<file path="src/rtl/ram_dp_arbiter.sv">
// Round-robin arbiter that shares one dual-port synchronous RAM between NCLI
// clients: up to two grants per cycle, same-address hazard blocking, read-data routing.
module ram_dp_arbiter #(
  parameter int NCLI = 4,
  parameter int AW   = 6,
  parameter int DW   = 8
) (
  input  logic               clk,
  input  logic               rst,
  input  logic [NCLI-1:0]    req,
  input  logic [NCLI-1:0]    we,
  input  logic [NCLI*AW-1:0] addr,
  input  logic [NCLI*DW-1:0] wdata,
  output logic [NCLI-1:0]    gnt,
  output logic [NCLI-1:0]    rvalid,
  output logic [NCLI*DW-1:0] rdata,
  output logic               ram_we_a,
  output logic [AW-1:0]      ram_addr_a,
  output logic [DW-1:0]      ram_din_a,
  input  logic [DW-1:0]      ram_dout_a,
  output logic               ram_we_b,
  output logic [AW-1:0]      ram_addr_b,
  output logic [DW-1:0]      ram_din_b,
  input  logic [DW-1:0]      ram_dout_b
);

  localparam int IW = (NCLI > 1) ? $clog2(NCLI) : 1;
  typedef logic [IW-1:0] idx_t;

  typedef struct packed {
    logic vld;
    logic rd;
    idx_t cli;
  } tag_t;

  function automatic idx_t wrap(input int v);
    return idx_t'(v % NCLI);
  endfunction

  logic [AW-1:0] cli_addr  [NCLI];
  logic [DW-1:0] cli_wdata [NCLI];

  for (genvar g = 0; g < NCLI; g++) begin : g_unpack
    assign cli_addr[g]  = addr[g*AW +: AW];
    assign cli_wdata[g] = wdata[g*DW +: DW];
  end

  logic [NCLI-1:0]    gnt_q, gnt_d;
  logic [NCLI-1:0]    rvalid_q, rvalid_d;
  logic [NCLI*DW-1:0] rdata_q, rdata_d;
  idx_t               ptr_q, ptr_d;
  logic               ram_we_a_q, ram_we_a_d, ram_we_b_q, ram_we_b_d;
  logic [AW-1:0]      ram_addr_a_q, ram_addr_a_d, ram_addr_b_q, ram_addr_b_d;
  logic [DW-1:0]      ram_din_a_q, ram_din_a_d, ram_din_b_q, ram_din_b_d;
  tag_t               tag_a1_q, tag_a1_d, tag_a2_q, tag_a2_d;
  tag_t               tag_b1_q, tag_b1_d, tag_b2_q, tag_b2_d;

  logic [NCLI-1:0]    elig;
  logic               a_vld, b_vld;
  idx_t               a_idx, b_idx;

  // A client that holds the grant this cycle is not eligible again until next cycle.
  assign elig = req & ~gnt_q;

  // NOTE: every variable gets a default at the top of always_comb so no path leaves it unassigned (no latch).
  always_comb begin
    idx_t cand;
    cand  = '0;
    a_vld = 1'b0;
    a_idx = '0;
    b_vld = 1'b0;
    b_idx = '0;

    for (int k = 0; k < NCLI; k++) begin
      cand = wrap(int'(ptr_q) + k);
      if (!a_vld && elig[cand]) begin
        a_vld = 1'b1;
        a_idx = cand;
      end
    end

    // Port B continues the same circular scan, skipping anything that hazards with A.
    for (int k = 1; k < NCLI; k++) begin
      cand = wrap(int'(a_idx) + k);
      if (a_vld && !b_vld && elig[cand] &&
          !((cli_addr[cand] == cli_addr[a_idx]) && (we[cand] || we[a_idx]))) begin
        b_vld = 1'b1;
        b_idx = cand;
      end
    end
  end

  always_comb begin
    gnt_d = '0;
    if (a_vld) gnt_d[a_idx] = 1'b1;
    if (b_vld) gnt_d[b_idx] = 1'b1;

    ptr_d = ptr_q;
    if (b_vld)      ptr_d = wrap(int'(b_idx) + 1);
    else if (a_vld) ptr_d = wrap(int'(a_idx) + 1);

    ram_we_a_d   = a_vld && we[a_idx];
    ram_addr_a_d = a_vld ? cli_addr[a_idx]  : ram_addr_a_q;
    ram_din_a_d  = a_vld ? cli_wdata[a_idx] : ram_din_a_q;
    ram_we_b_d   = b_vld && we[b_idx];
    ram_addr_b_d = b_vld ? cli_addr[b_idx]  : ram_addr_b_q;
    ram_din_b_d  = b_vld ? cli_wdata[b_idx] : ram_din_b_q;

    tag_a1_d = '{vld: a_vld, rd: a_vld && !we[a_idx], cli: a_idx};
    tag_b1_d = '{vld: b_vld, rd: b_vld && !we[b_idx], cli: b_idx};
    tag_a2_d = tag_a1_q;
    tag_b2_d = tag_b1_q;

    // Stage-2 tags line up with ram_dout; steer the data to its owner.
    rvalid_d = '0;
    rdata_d  = rdata_q;
    if (tag_a2_q.vld && tag_a2_q.rd) begin
      rvalid_d[tag_a2_q.cli]              = 1'b1;
      rdata_d[int'(tag_a2_q.cli)*DW +: DW] = ram_dout_a;
    end
    if (tag_b2_q.vld && tag_b2_q.rd) begin
      rvalid_d[tag_b2_q.cli]              = 1'b1;
      rdata_d[int'(tag_b2_q.cli)*DW +: DW] = ram_dout_b;
    end
  end

  // NOTE: sequential state uses non-blocking assignments only; reset is synchronous, so it lives inside the clocked branch.
  always_ff @(posedge clk) begin
    if (rst) begin
      gnt_q        <= '0;
      rvalid_q     <= '0;
      rdata_q      <= '0;
      ptr_q        <= '0;
      ram_we_a_q   <= 1'b0;
      ram_addr_a_q <= '0;
      ram_din_a_q  <= '0;
      ram_we_b_q   <= 1'b0;
      ram_addr_b_q <= '0;
      ram_din_b_q  <= '0;
      tag_a1_q     <= '0;
      tag_a2_q     <= '0;
      tag_b1_q     <= '0;
      tag_b2_q     <= '0;
    end else begin
      gnt_q        <= gnt_d;
      rvalid_q     <= rvalid_d;
      rdata_q      <= rdata_d;
      ptr_q        <= ptr_d;
      ram_we_a_q   <= ram_we_a_d;
      ram_addr_a_q <= ram_addr_a_d;
      ram_din_a_q  <= ram_din_a_d;
      ram_we_b_q   <= ram_we_b_d;
      ram_addr_b_q <= ram_addr_b_d;
      ram_din_b_q  <= ram_din_b_d;
      tag_a1_q     <= tag_a1_d;
      tag_a2_q     <= tag_a2_d;
      tag_b1_q     <= tag_b1_d;
      tag_b2_q     <= tag_b2_d;
    end
  end

  assign gnt        = gnt_q;
  assign rvalid     = rvalid_q;
  assign rdata      = rdata_q;
  assign ram_we_a   = ram_we_a_q;
  assign ram_addr_a = ram_addr_a_q;
  assign ram_din_a  = ram_din_a_q;
  assign ram_we_b   = ram_we_b_q;
  assign ram_addr_b = ram_addr_b_q;
  assign ram_din_b  = ram_din_b_q;

endmodule

</file>
<file path="config.mk">
export PLATFORM = sky130hd
export DESIGN_NAME = ram_dp_arbiter
export DESIGN_NICKNAME = d
export VERILOG_FILES = /design/src/rtl/ram_dp_arbiter.sv
export SDC_FILE = /design/constraint.sdc
export NUM_CORES = 1
export LEC_CHECK = 0
export ABC_AREA = 1
export CAP_MARGIN = 20
export CORE_AREA = 10 10 145 174
export CTS_CLUSTER_DIAMETER = 120
export DETAILED_ROUTE_END_ITERATION = 8
export DIE_AREA = 0 0 155 184
export HOLD_SLACK_MARGIN = 0.1
export PLACE_DENSITY = 0.61
export SLEW_MARGIN = 40
export SYNTH_ARGS = -nofsm -noshare
export SYNTH_HDL_FRONTEND = slang
export SYNTH_SLANG_ARGS = --single-unit
</file>
<file path="constraint.sdc">
create_clock -name clk -period 8.4 [get_ports clk]
set_input_delay 1.68 -clock clk [delete_from_list [all_inputs] [get_ports clk]]
set_output_delay 1.68 -clock clk [all_outputs]
set_load 0.1 [all_outputs]
</file>
==> summary.md, run 1 <==
| Metric | Value |
|---|---|
| Outcome | `finished clean` |
| Max incr delay on CP | `0.66 ns` |
| Fillers | `~2,400` |
| Final worst path period share | `0.8071` |
| Final ANT Viol Nets | `0` |
| Largest net degree at the start of global routing | `59` |
| Synth warn | `0` |
| Worst Hold Class | `reg2reg` |
| Vias | `a little over 7,000` |
| Crit path kind | `in2reg` |
| Routed len/inst | `15.83 um` |
| FF/Latch Area | `approximately 1800 um^2` |
| Pre-antenna DRT Iters | `5` |
| Initial cell density of the core | `0.2960` |
| DR DRC count | `0` |
| Ant. Diodes | `0` |
| CTS tree | `built` |
| Slowest cell on the critical path | `nand2_4` |
| Sink Count | `88` |
| Yosys cell types | `41` |
| R2R cell count | `24` |
| Syn nets | `roughly 1,100` |
| Mapped Area | `6402 um^2` |
| Core Rows | `59` |
| Die Y | `184 um` |
| Top FF cell, synth | `dfxtp_1` |
| Max Slew Vio Count | `0` |
| NumNets Final | `1,259` |
| Global route overflow | `0` |
| Min-Delay Path Depth | `2` |
| Vias in the first global route | `around 7,000` |
| Fraction of layout cells with a size suffix above 1 | `0.1107` |
| DRT Wirelength | `22,770 um` |
| Hpwl dp | `~18,000 um` |
| Post-synthesis sequential area ratio | `0.2752` |
| Initial antenna violation count | `0` |
| RSZ-0062 raised after global routing | `false` |
| Core area | `between 20,000 and 25,000 um^2` |
| Worst-path clk slew | `approximately 0.07 ns` |
| Synth area leaders | `dfxtp_1 28%, nand2_1 19%, nand3_1 10%, inv_1 7.0%, nor2_1 5.9%` |
| Root Driver | `clkbuf_16` |
| Total negative slack | `0 ns` |
| Number of synthesized flops with an enable pin | `0` |
| Total GRT Usage | `0.1544` |
| Fin area | `around 8000 um^2` |
| Placed inst area | `between 7000 and 8000 um^2` |
| First-pass GRT wire length | `~36,000 um` |
| Fin. Hold Viols | `0` |
| FFs w/ async S/R, synth | `0` |
| Gate count after technology mapping | `approximately 1,000` |
| CTS buffer count | `9` |
| Port Buf Inserts | `between 150 and 200` |
| Multi-input gate area | `slightly below 4000 um^2` |
| DRT iter0 DRCs | `roughly 440` |
| Max-slew headroom | `0.5715` |
| Setup crit start kind | `input port` |
| Yosys top cell area share | `0.2752` |
| Synth area leader | `dfxtp_1` |
| # Post-CTS Setup Buffers | `0` |
| Final setup violation count | `0` |
| Worst Path Max Fanout | `between 50 and 60` |
| Layout Skew | `0.01517 ns` |
| Mean Syn Cell Area | `~6.1 um^2` |
| Cell count after placement | `about 1,400` |
| Worst-skew pair later-pin latency | `approximately 0.36 ns` |
| CP dominant cell by count | `nand2_1` |
| Tmin final | `between 6 and 7 ns` |
| Die X | `approximately 160 um` |
| Synth Register Bits | `about 90` |
| CP endpoint kind | `flop` |
| Layout Cells excl Fill | `around 1,400` |
| Most frequent cells in the layout | `316 x nand2_1, 133 x nand3_1, 118 x inv_1` |
| DR vias/cell | `4.940` |
| WP data required | `8.64 ns` |
| Worst-Margin Slew | `0.6412 ns` |
| Routability cong. | `roughly 0.9` |
| Synthesis-to-layout area growth | `23.65%` |
| Ports | `roughly 150` |
| Commonest non-fill, non-tap cell in the layout | `nand2_1` |
| MaxCap Viol Count | `0` |
| # resized after CTS | `0` |
| Crit path DAT | `approximately 7.0 ns` |
| CTS Buffer Depth | `2` |
| Post-CTS Hold Buffers | `0` |
| Max Fclk | `~150 MHz` |
| Die area | `about 29,000 um^2` |
| H-tree Lvls | `3` |
per-layer routing:
layer,vias up,routed length (um),track usage
li1,3639,-,-
met1,3163,9760,0.1862
met2,282,10410,0.2539
met3,25,2118,0.05126
met4,0,481,0.04654
met5,-,0,0
worst paths after layout:
kind | slack [ns] | startpoint | to
worst min-delay path | 0.40 | tag_a1_q[1]$_SDFF_PP0_ | tag_a2_q[1]$_SDFF_PP0_
worst min register to register | 0.40 | tag_a1_q[1]$_SDFF_PP0_ | tag_a2_q[1]$_SDFF_PP0_
worst max-delay path | 1.62 | req[3] | ptr_q[1]$_SDFFE_PP0P_
worst max register to register | 2.76 | ptr_q[0]$_SDFFE_PP0P_ | ptr_q[1]$_SDFFE_PP0P_
metrics by stage:
step | utilization | hold WS [ns] | setup slack (ns)
floorplan | - | 0.3883 | 4.068
global placement | 0.3681 | 0.3912 | 1.466
detailed placement | 0.3523 | 0.3916 | 1.318
CTS | 0.3660 | 0.4014 | 1.675
global route | 0.3660 | 0.4117 | 1.144
finish | 0.3660 | 0.4006 | 1.620
final cells by class:
class,count,area share
timing repair buffer,153,0.1479
inverter,126,0.06038
clock inverter,7,0.008851
multi-input combinational,782,0.4885
clock buffer,9,0.02845
tap,274,0.04331
sequential,88,0.2225
synthesized netlist by cell type (2+ instances only):
library cell	number
a21oi_1	41
a22oi_1	7
a221oi_1	10
o21ai_0	46
nand2_4	7
o21ai_1	9
inv_1	120
nand3_2	6
nand2_2	13
buf_6	10
nand3_1	133
clkinv_1	3
ha_1	17
nand2_1	317
nor3_1	5
clkbuf_1	21
a31oi_1	3
inv_2	2
o211ai_1	19
nor2_1	101
nand4_1	9
dfxtp_1	88
o22ai_1	13
buf_2	13
buf_4	6
a32o_1	7
a211oi_1	3
xnor2_1	5
sequential cells by signal, indices dropped and copies added (netlist names):
register	cells
rdata	32
ram_din_a	8
ram_din_b	8
ram_addr_a	6
ram_addr_b	6
gnt	4
rvalid	4
tag_a1_q	4
tag_a2_q	4
tag_b1_q	4
tag_b2_q	4
ptr_q	2
ram_we_a	1
ram_we_b	1
logic make-up (layout without fill, tap and decap cells):
logic type | after synthesis | in the layout | synth area share
AOI/OAI and AO/OA | 162 | 162 | 0.1558
DFF | 88 | 88 | 0.2752
buffers and inverters | 177 | 295 | 0.1223
adders and majority gates | 17 | 17 | 0.03322
xor gates and xnor gates | 5 | 5 | 0.006840
and+or+nand+nor | 598 | 598 | 0.4067
critical path, delay by kind of cell:
| family | cells | cell delay (ns) |
|---|---|---|
| buffers and inverters | 4 | 0.74 |
| and+or+nand+nor | 19 | 4.16 |
| adders and majority gates | 1 | 0.29 |
| AOI/OAI and AO/OA | 1 | 0.10 |
Power of run 1 is not shown: default switching activity piles up to over one toggle a cycle in this logic, so the estimate is an artifact.
==> run 2: changes to the inputs <==
--- a/config.mk
+++ b/config.mk
@@ -12,7 +12,7 @@
 export DETAILED_ROUTE_END_ITERATION = 8
 export DIE_AREA = 0 0 155 184
 export HOLD_SLACK_MARGIN = 0.1
-export PLACE_DENSITY = 0.61
+export PLACE_DENSITY = 0.63
 export SLEW_MARGIN = 40
 export SYNTH_ARGS = -nofsm -noshare
 export SYNTH_HDL_FRONTEND = slang
==> constraint.sdc (replaced) <==
create_clock -name clk -period 5.69 [get_ports clk]
set_input_delay 1.138 -clock clk [delete_from_list [all_inputs] [get_ports clk]]
set_output_delay 1.138 -clock clk [all_outputs]
set_load 0.1 [all_outputs]
==> run 2 against run 1 <==
- global-route usage is essentially flat
- sequential cell count unchanged
- largest cell class unchanged
- routed wire length down 1.1%
- clock skew shrank 0.0038 ns
- highest routed layer unchanged
- die area stayed put
- sequential share of layout area shrank 0.27 points
- core utilization up 0.45 points
- first-iteration DRC count shrank 8.0%
- cell area up 1.2%
- critical path depth is 1 higher
- worst hold slack gained 0.0015 ns
==> summary.md, run 2 (same netlist as run 1, synthesis figures left out) <==
| Metric | Value |
|---|---|
| Outcome | `finished clean (unchanged)` |
| CTS buffer count | `9 (unchanged)` |
| Routability cong. | `0.9237 (was 0.8779)` |
| WHS Endpoint | `tag_a2_q[3]$_SDFF_PP0_ (was tag_a2_q[1]$_SDFF_PP0_)` |
| Worst-path clk slew | `0.07 ns (about the same)` |
| Commonest non-fill, non-tap cell in the layout | `nand2_1 (unchanged)` |
| Root Driver | `clkbuf_16 (unchanged)` |
| Die Y | `184 um (unchanged)` |
| Worst Path Max Fanout | `22 (was 58)` |
| Final ANT Viol Nets | `0 (unchanged)` |
| WP buf/inv | `4 (unchanged)` |
| NumNets Final | `1,270 (was 1,259)` |
| Fillers | `2,336 (was 2,380)` |
| Total negative slack | `0 ns (unchanged)` |
| DR DRC count | `0 (unchanged)` |
| Largest net degree at the start of global routing | `55 (was 59)` |
| Slowest cell on the critical path | `clkdlybuf4s50_1 (was nand2_4)` |
| Sink Count | `88 (unchanged)` |
| CP endpoint kind | `flop (unchanged)` |
| Ant. Diodes | `0 (unchanged)` |
| WP data required | `5.93 ns (was 8.64 ns)` |
| Die area | `28,520 um^2 (unchanged)` |
| Total GRT Usage | `0.1540 (was 0.1544)` |
| Worst-skew pair later-pin latency | `0.35 ns (was 0.36 ns)` |
| FF/Latch Area | `1762 um^2 (unchanged)` |
| Max Slew Vio Count | `0 (unchanged)` |
| Worst reg2reg path startpoint | `ptr_q[0]$_SDFFE_PP0P_ (unchanged)` |
| Reg-to-reg setup timing slack | `1.59 ns (was 2.76 ns)` |
| Max Fclk | `between 200 and 250 MHz` |
| Max-slew headroom | `0.5874 (was 0.5715)` |
| CTS tree | `built (unchanged)` |
| CP dominant cell by count | `nand2_1 (unchanged)` |
| Final worst path period share | `0.8178` |
| Crit path DAT | `4.90 ns (was 7.02 ns)` |
| Synthesis-to-layout area growth | `25.17% (was 23.65%)` |
| RSZ-0062 raised after global routing | `false (unchanged)` |
| Most frequent cells in the layout | `316 x nand2_1, 133 x nand3_1, 119 x inv_1 (was 316 x nand2_1, 133 x nand3_1, 118 x inv_1)` |
| Post-CTS Hold Buffers | `0 (unchanged)` |
| # resized after CTS | `0 (unchanged)` |
| Global route overflow | `0 (unchanged)` |
| DR vias/cell | `4.926 (was 4.940)` |
| Min-Delay Path Depth | `2 (unchanged)` |
| Setup crit start kind | `input port (unchanged)` |
| Core Rows | `59 (unchanged)` |
| Fin. Hold Viols | `0 (unchanged)` |
| Worst Hold Class | `reg2reg (unchanged)` |
| Layout Skew | `0.01141 ns (was 0.01517 ns)` |
| R2R cell count | `26 (was 24)` |
| CTS Buffer Depth | `2 (unchanged)` |
| Tmin final | `4.653 ns` |
| Multi-input gate area | `3867 um^2 (unchanged)` |
| Final setup violation count | `0 (unchanged)` |
| Die X | `155 um (unchanged)` |
| DRT iter0 DRCs | `400 (was 435)` |
| Vias in the first global route | `6,944 (was 6,963)` |
| DRT Wirelength | `22,510 um (was 22,770 um)` |
| Port Buf Inserts | `151 (unchanged)` |
| Fraction of layout cells with a size suffix above 1 | `0.1182 (was 0.1107)` |
| Worst R2R End | `ptr_q[1]$_SDFFE_PP0P_ (unchanged)` |
| CP top delay family | `simple AND/OR/NAND/NOR gates (unchanged)` |
| Crit path kind | `in2reg (unchanged)` |
| Hpwl dp | `17,640 um (was 17,630 um)` |
| MaxCap Viol Count | `0 (unchanged)` |
| Core area | `21,630 um^2 (unchanged)` |
| # Post-CTS Setup Buffers | `0 (unchanged)` |
| H-tree Lvls | `3 (unchanged)` |
| Ports | `152 (unchanged)` |
| Max FFs per register | `32 (unchanged)` |
| Worst-Margin Slew | `0.6155 ns (was 0.6412 ns)` |
| Hold Startpoint | `tag_a1_q[3]$_SDFF_PP0_ (was tag_a1_q[1]$_SDFF_PP0_)` |
| Max incr delay on CP | `0.48 ns (was 0.66 ns)` |
| Initial cell density of the core | `0.2960 (unchanged)` |
| Initial antenna violation count | `1 (was 0)` |
| Vias | `7,143 (was 7,109)` |
| First-pass GRT wire length | `36,040 um (was 36,150 um)` |
| Pre-antenna DRT Iters | `5 (unchanged)` |
| Routed len/inst | `15.53 um (was 15.83 um)` |
## run 2: changes by cell type in the layout (fill, tap and decap cells not counted), sizes merged
cell	previous run	this run
buf	73	84
## run 2: layout make-up
| class | instances | area share |
|---|---|---|
| Tap cell | 274 | 0.04278 |
| Timing Repair Buffer | 164 | 0.1580 |
| Sequential cell | 88 | 0.2198 |
| Inverter | 126 | 0.05964 |
| Multi-Input combinational cell | 782 | 0.4826 |
| Clock inverter | 7 | 0.009055 |
| Clock buffer | 9 | 0.02810 |
## run 2: worst max path at each step
stage                                  from                        end  slack (ns)  cells after the start
after floorplan           gnt[2]$_SDFF_PP0_      ptr_q[1]$_SDFFE_PP0P_        1.89                     25
after global routing                 req[1]  ram_din_b[6]$_SDFFE_PP0N_        0.58                     27
after CTS                            req[1]  ram_din_b[6]$_SDFFE_PP0N_        1.06                     27
after global placement               req[3]      ptr_q[1]$_SDFFE_PP0P_        0.72                     27
after detailed placement             req[1]  ram_din_b[6]$_SDFFE_PP0N_        0.69                     27
final                                req[0]      ptr_q[1]$_SDFFE_PP0P_        1.04                     26
## run 2: per-layer routing
layer | share of wire | vias up | wire [um] | track usage
met5 | 0 | - | 0 | 0
met3 | 0.088 | 34 | 1981 | 0.05126
met2 | 0.46 | 265 | 10390 | 0.2520
met4 | 0.027 | 0 | 616 | 0.05600
met1 | 0.42 | 3182 | 9526 | 0.1832
li1 | - | 3662 | - | -
## run 2: stage by stage
stage | hold slack, ns | cell area, um^2 | setup slack, ns | std cells | utilization
floorplan | 0.3883 | 6402 | 1.894 | 1047 | -
global placement | 0.3903 | 8056 | 0.7191 | 1434 | 0.3725
detailed placement | 0.3927 | 7716 | 0.6857 | 1434 | 0.3567
CTS | 0.4023 | 8014 | 1.058 | 1450 | 0.3705
global route | 0.4153 | 8014 | 0.5771 | 1450 | 0.3705
finish | 0.4021 | 8014 | 1.037 | 1450 | 0.3705
## run 2: tightest hold or removal path, delay by kind of cell, from the launching register on
family,cells,cell delay [ns]
buffers and inverters,1,0.04
flip-flops,1,0.30
AND/OR/NAND/NOR,1,0.03
Power of run 2 is left out for the same reason.
==> run 3: changes to the inputs <==
--- a/config.mk
+++ b/config.mk
@@ -12,7 +12,7 @@
 export DETAILED_ROUTE_END_ITERATION = 8
 export DIE_AREA = 0 0 155 184
 export HOLD_SLACK_MARGIN = 0.1
-export PLACE_DENSITY = 0.63
+export PLACE_DENSITY = 0.61
 export SLEW_MARGIN = 40
 export SYNTH_ARGS = -nofsm -noshare
 export SYNTH_HDL_FRONTEND = slang
==> constraint.sdc (replaced) <==
create_clock -name clk -period 4.6 [get_ports clk]
set_input_delay 0.92 -clock clk [delete_from_list [all_inputs] [get_ports clk]]
set_output_delay 0.92 -clock clk [all_outputs]
set_load 0.1 [all_outputs]
==> run 3 against run 2 <==
- cell area up 0.72%
- clock-buffer cell count unchanged
- setup slack worse by 0.55 ns
- worst hold slack about the same
- non-clock buffer count up 8
==> summary.md, run 3 (same netlist as run 1, synthesis figures left out) <==
| Metric | Value |
|---|---|
| Worst-path clk slew | `0.07 ns (about the same)` |
| Worst-skew pair later-pin latency | `0.36 ns (was 0.35 ns)` |
| Total negative slack | `0 ns (unchanged)` |
| Max Fclk | `~240 MHz` |
| Fin area | `8071 um^2 (was 8014 um^2)` |
| Final setup violation count | `0 (unchanged)` |
| CP endpoint kind | `flop (unchanged)` |
| Die area | `28,520 um^2 (unchanged)` |
| Core Rows | `59 (unchanged)` |
| Ports | `152 (unchanged)` |
| Routed len/inst | `15.72 um (was 15.53 um)` |
| Final WS setup | `0.4901 ns (was 1.037 ns)` |
| Pre-antenna DRT Iters | `5 (unchanged)` |
| DRT iter0 DRCs | `402 (was 400)` |
| DR vias/cell | `4.960 (was 4.926)` |
| Hpwl dp | `17,670 um (was 17,640 um)` |
| Worst Path Max Fanout | `29 (was 22)` |
| Worst-Margin Slew | `0.6171 ns (was 0.6155 ns)` |
| Fraction of layout cells with a size suffix above 1 | `0.1233 (was 0.1182)` |
| Setup crit start kind | `input port (unchanged)` |
| Most frequent cells in the layout | `317 x nand2_1, 133 x nand3_1, 119 x inv_1 (was 316 x nand2_1, 133 x nand3_1, 119 x inv_1)` |
| CTS buffer count | `9 (unchanged)` |
| Outcome | `finished clean (unchanged)` |
| H-tree Lvls | `3 (unchanged)` |
| Crit path kind | `in2reg (unchanged)` |
| Placed inst area | `7774 um^2 (was 7716 um^2)` |
| CTS Buffer Depth | `2 (unchanged)` |
| Vias in the first global route | `7,005 (was 6,944)` |
| Largest net degree at the start of global routing | `54 (was 55)` |
| Tmin final | `4.110 ns` |
| NumNets Final | `1,278 (was 1,270)` |
| Final worst path period share | `0.8934` |
| MaxCap Viol Count | `0 (unchanged)` |
| Port Buf Inserts | `151 (unchanged)` |
| Post-CTS Hold Buffers | `0 (unchanged)` |
| Global route overflow | `0 (unchanged)` |
| Total GRT Usage | `0.1539 (was 0.1540)` |
| Max FFs per register | `32 (unchanged)` |
| Initial antenna violation count | `0 (was 1)` |
| DP Worst Slack | `0.1769 ns (was 0.6857 ns)` |
| Die X | `155 um (unchanged)` |
| Root Driver | `clkbuf_16 (unchanged)` |
| CTS tree | `built (unchanged)` |
| Initial cell density of the core | `0.2960 (unchanged)` |
| Worst Hold Class | `reg2reg (unchanged)` |
| # Post-CTS Setup Buffers | `0 (unchanged)` |
| RSZ-0062 raised after global routing | `false (unchanged)` |
| Sink Count | `88 (unchanged)` |
| Die Y | `184 um (unchanged)` |
| Vias | `7,232 (was 7,143)` |
| Routability cong. | `0.8604 (was 0.9237)` |
| Layout Skew | `0.01234 ns (was 0.01141 ns)` |
| DRT Wirelength | `22,910 um (was 22,510 um)` |
| DR DRC count | `0 (unchanged)` |
| Core area | `21,630 um^2 (unchanged)` |
| Max-slew headroom | `0.5881 (was 0.5874)` |
| Crit path DAT | `4.40 ns (was 4.90 ns)` |
| Synthesis-to-layout area growth | `26.07% (was 25.17%)` |
| Fin. Hold Viols | `0 (unchanged)` |
| First-pass GRT wire length | `36,150 um (was 36,040 um)` |
| Max Slew Vio Count | `0 (unchanged)` |
| Final ANT Viol Nets | `0 (unchanged)` |
| Ant. Diodes | `0 (unchanged)` |
| Commonest non-fill, non-tap cell in the layout | `nand2_1 (unchanged)` |
| # resized after CTS | `0 (unchanged)` |
| WP data required | `4.89 ns (was 5.93 ns)` |
run 3: cell types whose count changed in the layout (fill, tap and decap cells not counted), sizes merged:
cell | previous run | this run
buf | 84 | 92
run 3: cell type report:
cell class | instances | area (um^2)
Clock inverter | 7 | 72.57
Sequential cell | 88 | 1762
Timing Repair Buffer | 172 | 1326
Multi-Input combinational cell | 782 | 3865
Inverter | 126 | 478.0
Tap cell | 274 | 342.8
Fill cell | 2342 | 13560
Clock buffer | 9 | 225.2
run 3: path summary, 6_finish.rpt:
path                          startpoint                         end  slack [ns]  cells past startpoint
hold reg to reg   tag_a1_q[2]$_SDFF_PP0_      tag_a2_q[2]$_SDFF_PP0_        0.40                      2
setup / recovery                  req[3]  ram_addr_b[1]$_SDFFE_PP0N_        0.49                     28
setup reg to reg   ptr_q[0]$_SDFFE_PP0P_       ptr_q[1]$_SDFFE_PP0P_        0.83                     24
hold / removal    tag_a1_q[2]$_SDFF_PP0_      tag_a2_q[2]$_SDFF_PP0_        0.40                      2
run 3: metrics by stage:
step | hold slack [ns] | instances | utilization
after detailed placement | 0.3949 | 1442 | 0.3594
final | 0.4022 | 1458 | 0.3732
after CTS | 0.4045 | 1458 | 0.3732
after global routing | 0.4261 | 1458 | 0.3732
after floorplan | 0.3883 | 1047 | -
after global placement | 0.3936 | 1442 | 0.3753
run 3: critical path, cell delays in order:
cell and delay, ns:
clkdlybuf4s50_1 0.50, nand3_1 0.13, nand2_1 0.14, nand2_1 0.07, nand2_1 0.12, nand3_1 0.12, nor2_1 0.13, nor2_2 0.06
nand2_4 0.11, nand2_2 0.08, nand2_2 0.34, nand2_1 0.13, nand2_1 0.09, nand2_1 0.05, nand2_1 0.05, inv_1 0.04
nor2_1 0.12, nand3_2 0.13, nand2_4 0.13, nand2_4 0.07, nand2_1 0.06, nand2_1 0.06, nand2_2 0.11, buf_4 0.32
nand3_1 0.12, nand2_1 0.07, nor2_1 0.04, nor2_1 0.08
run 3: routing by layer:
| layer | GRT usage | routed length [um] | vias up |
|---|---|---|---|
| met4 | 0.04956 | 458 | 0 |
| met5 | 0 | 0 | - |
| met3 | 0.04892 | 1973 | 30 |
| li1 | - | - | 3685 |
| met2 | 0.2474 | 10440 | 292 |
| met1 | 0.1904 | 10040 | 3225 |
Power of run 3 is left out for the same reason.
